File: config.mk
export PLATFORM = sky130hd
export DESIGN_NAME = branch_redirect_ctrl
export DESIGN_NICKNAME = d
export VERILOG_FILES = /design/src/rtl/branch_pkg.sv /design/src/rtl/flush_counter.sv /design/src/rtl/branch_redirect_ctrl.sv
export SDC_FILE = /design/constraint.sdc
export NUM_CORES = 1
export LEC_CHECK = 0
export BUFFER_PORTS_ARGS = -buffer_cell sky130_fd_sc_hd__buf_2
export CAP_MARGIN = 30
export CELL_PAD_IN_SITES_DETAIL_PLACEMENT = 2
export CELL_PAD_IN_SITES_GLOBAL_PLACEMENT = 2
export CORE_UTILIZATION = 29
export DETAILED_ROUTE_END_ITERATION = 8
export PLACE_DENSITY_LB_ADDON = 0.1
export SETUP_SLACK_MARGIN = 0.02
export SLEW_MARGIN = 20
export SYNTH_ARGS = -nofsm -noshare
export SYNTH_HDL_FRONTEND = slang
export SYNTH_SLANG_ARGS = --single-unit
File: constraint.sdc
create_clock -name clock -period 2.2 [get_ports clock]
set_input_delay 0.33 -clock clock [delete_from_list [all_inputs] [get_ports clock]]
set_output_delay 0.33 -clock clock [all_outputs]
set_load 0.01 [all_outputs]
File: src/rtl/branch_pkg.sv
// Shared types and constants for the branch redirect controller and its flush counter.
package branch_pkg;

    localparam int PC_WIDTH_DEFAULT = 32;
    localparam int CNT_WIDTH        = 4;

    typedef enum logic [1:0] {
        IDLE     = 2'b00,
        REDIRECT = 2'b01,
        FLUSH    = 2'b10
    } state_t;

endpackage

File: src/rtl/flush_counter.sv
// Loadable down-counter that times the post-redirect flush window.
import branch_pkg::*;

module flush_counter #(
    parameter int WIDTH = CNT_WIDTH
) (
    input  logic             clock,
    input  logic             reset,
    input  logic             load,
    input  logic [WIDTH-1:0] load_value,
    input  logic             enable,
    output logic             terminal
);

    logic [WIDTH-1:0] count;

    // Load wins over counting; the count parks at zero once it runs out.
    always_ff @(posedge clock or posedge reset) begin
        if (reset) begin
            count <= '0;
        end else if (load) begin
            count <= load_value;
        end else if (enable && (count != '0)) begin
            count <= count - 1'b1;
        end
    end

    assign terminal = (count == WIDTH'(1));

endmodule

File: src/rtl/branch_redirect_ctrl.sv
// Sequences PC redirect and F/D, D/X flush after a taken branch resolved in execute.
// Optional statistics counters are enabled with the BRANCH_STATS_EN macro.
import branch_pkg::*;

module branch_redirect_ctrl #(
    parameter int FLUSH_CYCLES = 2,
    parameter int PC_WIDTH     = PC_WIDTH_DEFAULT
) (
    input  logic                clock,
    input  logic                reset,
    input  logic                ctrl_branch,
    input  logic [PC_WIDTH-1:0] branch_target,
    input  logic                stall_in,
    input  logic                fetch_ready,
    output logic                redirect_valid,
    output logic [PC_WIDTH-1:0] redirect_pc,
    output logic                flush_fd,
    output logic                flush_dx,
    output logic                busy
`ifdef BRANCH_STATS_EN
    ,
    output logic [31:0]         stat_redirects,
    output logic [31:0]         stat_flush_cycles
`endif
);

    localparam logic [CNT_WIDTH-1:0] FLUSH_LOAD = CNT_WIDTH'(FLUSH_CYCLES);

    state_t state;
    state_t next_state;
    logic   accept;
    logic   handshake;
    logic   flush_done;

    assign accept    = (state == IDLE) && ctrl_branch && !stall_in;
    assign handshake = (state == REDIRECT) && fetch_ready;

    flush_counter #(
        .WIDTH(CNT_WIDTH)
    ) u_flush_counter (
        .clock      (clock),
        .reset      (reset),
        .load       (handshake),
        .load_value (FLUSH_LOAD),
        .enable     ((state == FLUSH) && !stall_in),
        .terminal   (flush_done)
    );

    always_ff @(posedge clock or posedge reset) begin
        if (reset) begin
            state <= IDLE;
        end else begin
            state <= next_state;
        end
    end

    // Wrong-path strobes are dropped simply because only IDLE looks at ctrl_branch.
    always_comb begin
        next_state = state;
        unique case (state)
            IDLE: begin
                if (accept) begin
                    next_state = REDIRECT;
                end
            end
            REDIRECT: begin
                if (handshake) begin
                    next_state = (FLUSH_CYCLES == 0) ? IDLE : FLUSH;
                end
            end
            FLUSH: begin
                if (flush_done && !stall_in) begin
                    next_state = IDLE;
                end
            end
            default: next_state = IDLE;
        endcase
    end

    always_comb begin
        redirect_valid = 1'b0;
        flush_fd       = 1'b0;
        flush_dx       = 1'b0;
        busy           = 1'b0;
        unique case (state)
            REDIRECT: begin
                redirect_valid = 1'b1;
                flush_fd       = 1'b1;
                flush_dx       = 1'b1;
                busy           = 1'b1;
            end
            FLUSH: begin
                flush_fd = 1'b1;
                flush_dx = 1'b1;
                busy     = 1'b1;
            end
            default: begin
                redirect_valid = 1'b0;
            end
        endcase
    end

    always_ff @(posedge clock or posedge reset) begin
        if (reset) begin
            redirect_pc <= '0;
        end else if (accept) begin
            redirect_pc <= branch_target;
        end
    end

`ifdef BRANCH_STATS_EN
    always_ff @(posedge clock or posedge reset) begin
        if (reset) begin
            stat_redirects    <= '0;
            stat_flush_cycles <= '0;
        end else begin
            if (handshake) begin
                stat_redirects <= stat_redirects + 32'd1;
            end
            if (flush_fd) begin
                stat_flush_cycles <= stat_flush_cycles + 32'd1;
            end
        end
    end
`endif

endmodule

* Yosys cells after proc, flatten, opt, wreduce, memory -nomap -nowiden
Index checks and enable logic that the tools add are counted.
Word-level totals: register bits 38, input port bits 37, word-level logic and storage cells 30, output and inout bits 36
Operators by class: equal/unequal tests 6, mux-type cells 8, add/subtract/negate cells 1, reduce and logical (&&, ||, !) cells 12
Operators by type and width (count):
- $mux W4 | 2
- $logic_and A1 B1 Y1 | 6
- $mux W2 | 3
- $pmux W2 S3 | 1
- $eq A4 B1 Y1 const B | 1
- $ne A2 B2 Y1 const B | 2
- $reduce_bool A4 Y1 | 1
- $sub A4 B1 Y4 const B | 1
- $reduce_and A3 Y1 | 1
- $eq A2 B1 Y1 const B | 1
- $eq A2 B2 Y1 const B | 1
- $logic_not A2 Y1 | 1
- $mux W1 | 2
- $ne A2 B1 Y1 const B | 1
- $reduce_bool A2 Y1 | 1
- $reduce_or A2 Y1 | 1
- $logic_not A1 Y1 | 1

* Logic depth before layout (Yosys ltp)
depth in word-level cells 5, gate-level depth with buffers 5, mapped depth without buffers 5

* Modules after synthesis
A second synthesis with hierarchy kept.
Second synthesis, totals: cells, all modules 122, area, all modules 1818.0 um^2
Modules (own cells, without submodules):
- branch_redirect_ctrl | times used 1, cells an instance 92, area an instance 1531.5 um^2, seq. area each 850.8 um^2
- flush_counter | times used 1, cells an instance 30, area an instance 286.5 um^2, seq. area each 100.1 um^2

* Worst setup path before layout
No wires, ideal clock.
path kind reg-to-reg, from register u_flush_counter.count[1], to register state[1], path slack 476 ps, stages on the path, launching flop included 6, data arrival time 1599 ps, clock period less this slack 1724 ps, cell sequence dfrtp_1 > inv_1 > ha_1 > or4b_4 > a221oi_2 > mux2_2
On the way: longest elaborated chain between the ends 4
RTL lines:
- start, declared | line flush_counter.sv:15 | logic [WIDTH-1:0] count;
- start signal, assigned | line flush_counter.sv:22 | count <= load_value;
- start signal, assigned | line flush_counter.sv:24 | count <= count - 1'b1;
- $eq A4 B1 Y1 | line flush_counter.sv:28 | assign terminal = (count == WIDTH'(1));
- $logic_and A1 B1 Y1 | line branch_redirect_ctrl.sv:72 | if (flush_done && !stall_in) begin
- $ne A2 B1 Y1 (no line)
- $reduce_and A3 Y1 (no line)
- end signal, assigned | line branch_redirect_ctrl.sv:53 | state <= next_state;
- end, declared | line branch_redirect_ctrl.sv:29 | state_t state;
No other way between the ends. A chain may end at the register's enable or synchronous reset.

* Worst setup path after layout
Same ends and word-level chain as after synthesis.

==> flow_metrics.env <==
export IMPL_top_layer="met4"
export IMPL_grt_usage_pct=14.1
export IMPL_status="finished clean"
export IMPL_insertion_delay_ns=0.28
export IMPL_arrival_ns=2.01
export IMPL_grt_max_degree=39
export IMPL_postCtsSetupBuffers=0
export IMPL_grt_pass1_vias=1262
export IMPL_worstHoldPathType="input pin to async pin"
export IMPL_ctsResizeCount=0
export IMPL_design_area_um2=2160
export IMPL_switchingPower_mw=0.987
export IMPL_internal_power_mw=1.89
export IMPL_maxSlewHeadroom_pct=60.3
export IMPL_cts_buffer_depth=2
export IMPL_setup_viol=0
export IMPL_row_count=26
export IMPL_clkPwrFrac_pct=16.9
export IMPL_synth_seq_cells=38
export IMPL_power_mw=2.88
export IMPL_worstMarginPinSlew_ns=0.594
export IMPL_finalMaxSlewViolations=0
export IMPL_dp_final_hpwl_mm=3.08
export IMPL_grt_pass1_wl_mm=6.41
export IMPL_setup_worst_path_start_class="flop"
export IMPL_synthCells=112
export IMPL_finalHoldViolCount=0
export IMPL_die_x_um=77.0
export IMPL_wl_met3_um=226
export IMPL_drtAntennaViolNets=0
export IMPL_place_area_um2=2070
export IMPL_dr_pass1_iters=2
export IMPL_die_area_um2=5930
export IMPL_critPathCaptureType="flop"
export IMPL_antenna_diode_count=0
export IMPL_die_h_um=77.0
export IMPL_powerDensity_nw_per_um2=1330
export IMPL_wl_met2_mm=2.03
export IMPL_wl_per_cell_um=14.9
export IMPL_via_per_inst=4.57
export IMPL_ys_seq_area_share_pct=58.3
export IMPL_syn2layout_area_growth_pct=32.6
export IMPL_antenna_found_initial=0
export IMPL_critPathMaxFanout=3
export IMPL_finalCritPeriodShare_pct=83.7
export IMPL_cts_tree="yes"
export IMPL_clk_pin_slew_ns=0.07
export IMPL_initialDrtViolationCount=22
export IMPL_core_um2=5270
export IMPL_grt_overflow=0
export IMPL_post_route_drc_count=0
export IMPL_whs_ns=0.155
export IMPL_swShare_pct=34.3
export IMPL_rsz0062_at_grt="no"
export IMPL_cts_root_buf="clkbuf_8"
export IMPL_synthesis_nets=156
export IMPL_fmax_mhz=543
export IMPL_crit_type="flop to flop"
export IMPL_start_util_pct=31.0
export IMPL_worstPathRequired_ns=2.37
export IMPL_portBuffers=72
export IMPL_ff2ff_path_depth=5
export IMPL_maxCapViolCount=0
export IMPL_fin_nets=233
export IMPL_drive_gt1_share_pct=61.6
export IMPL_routed_wl_mm=3.87
export IMPL_power_frac_seq_pct=41.8
export IMPL_cts_hold_fix_buffers=0
export IMPL_htreeDepth=2
export IMPL_ios=73
export IMPL_syn_avg_cell_area_um2=14.6
export IMPL_cts_made_buffers=5
export IMPL_wl_met1_mm=1.59
export IMPL_ir_drop_mv=0.470
export IMPL_setup_tns_ns=0
export IMPL_clock_sinks=38
export IMPL_ys_warn_count=0
export IMPL_p_leak_nw=1.07
export IMPL_skew_ns=0.00349
export IMPL_num_vias=1189
export IMPL_gp_congestion=0.709
export IMPL_power_share_combinational_pct=41.4
export IMPL_synth_cell_type_count=23
export IMPL_fin_crit_ns=1.84
export IMPL_synth_area_um2=1630
layout by cell type, fill, tap and decap left out:
| cell | count |
|---|---|
| dfrtp_1 | 38 |
| a211oi_1 | 1 |
| o311ai_0 | 1 |
| clkbuf_1 | 1 |
| a21oi_1 | 1 |
| nand2b_1 | 3 |
| or4_1 | 1 |
| inv_1 | 6 |
| nand3b_1 | 1 |
| buf_2 | 72 |
| a221oi_2 | 1 |
| mux2_2 | 33 |
| a211o_1 | 1 |
| or3_1 | 2 |
| ha_1 | 7 |
| o21ai_0 | 3 |
| nand2_1 | 1 |
| o211ai_1 | 1 |
| clkinv_2 | 1 |
| clkbuf_8 | 6 |
| nor3b_1 | 1 |
| a21boi_0 | 2 |
| or4b_4 | 1 |
| buf_4 | 3 |
| o41ai_1 | 1 |
| nor2b_1 | 1 |
synthesized netlist by cell type:
master / count / area (um^2)
or4_1: 1 / 7.51
a211oi_1: 1 / 7.51
mux2_2: 33 / 372
o311ai_0: 1 / 8.76
nand3b_1: 1 / 7.51
o211ai_1: 1 / 7.51
or3_1: 2 / 12.5
a21oi_1: 1 / 5.00
or4b_4: 1 / 13.8
ha_1: 7 / 87.6
nand2_1: 1 / 3.75
buf_4: 2 / 15.0
nor2b_1: 1 / 6.26
a211o_1: 1 / 8.76
a221oi_2: 1 / 15.0
dfrtp_1: 38 / 951
nand2b_1: 3 / 18.8
nor3b_1: 1 / 7.51
buf_2: 3 / 15.0
a21boi_0: 2 / 15.0
inv_1: 6 / 22.5
o21ai_0: 3 / 15.0
o41ai_1: 1 / 8.76
sequential cells by signal (all words and copies together) (netlist names):
register,cells
redirect_pc,32
state,2
u_flush_counter.count,4
cells by family after synthesis:
kind of cell    Yosys count  share of synthesized area, %
compound gates           12                          5.60
fa+ha+maj                 7                          5.37
flops                    38                          58.3
simple gates             11                          4.75
buf+inv                  11                          3.22
mux                      33                          22.8
power groups by stage:
stage          Sequential [mW]  Clock [mW]  Combinational (mW)
6_report                  1.20       0.485                1.19
5_1_grt                   1.25       0.547                1.31
4_1_cts                   1.21       0.515                1.22
3_5_place_dp              1.23           0                1.22
3_3_place_gp              1.19           0                1.17
2_1_floorplan             1.35           0               0.580
routing by layer:
metal	vias to the layer above	GRT usage (%)
met5	-	0
met4	0	3.40
met3	4	4.76
met2	43	24.6
met1	596	16.7
li1	546	-
worst max-delay path: stages (launching register included):
cell      delay (ns)
dfrtp_1         0.40
inv_1           0.11
ha_1            0.15
or4b_4          0.48
a221oi_2        0.24
mux2_2          0.36
stage by stage:
stage               setup WS (ns)  std cells  util (%)
finish                      0.359        260      41.0
global route                0.264        260      41.0
CTS                         0.346        260      41.0
detailed placement          0.358        252      39.3
global placement            0.431        252      39.3
floorplan                   0.476        112         -
layout make-up:
cell class,count,area [um^2]
clock buffers,7,86.3
multi-input cells,63,628
repair buffers,75,383
inverters,6,22.5
clock inverters,1,5.00
flip-flops and latches,38,951
well taps,70,87.6
fillers,572,3110
path summary, 6_finish.rpt:
path | slack, ns | endpoint | startpoint
min in group clock | 0.28 | redirect_pc[10] | branch_target[10]
max reg2reg | 0.36 | state[1] | u_flush_counter.count[1]
min reg2reg | 0.50 | redirect_pc[27] | redirect_pc[27]
max in group asynchronous | 1.70 | redirect_pc[31] | reset
max | 0.36 | state[1] | u_flush_counter.count[1]
min | 0.16 | redirect_pc[13] | reset
No activity file was read; power rests on OpenSTA's default activity.
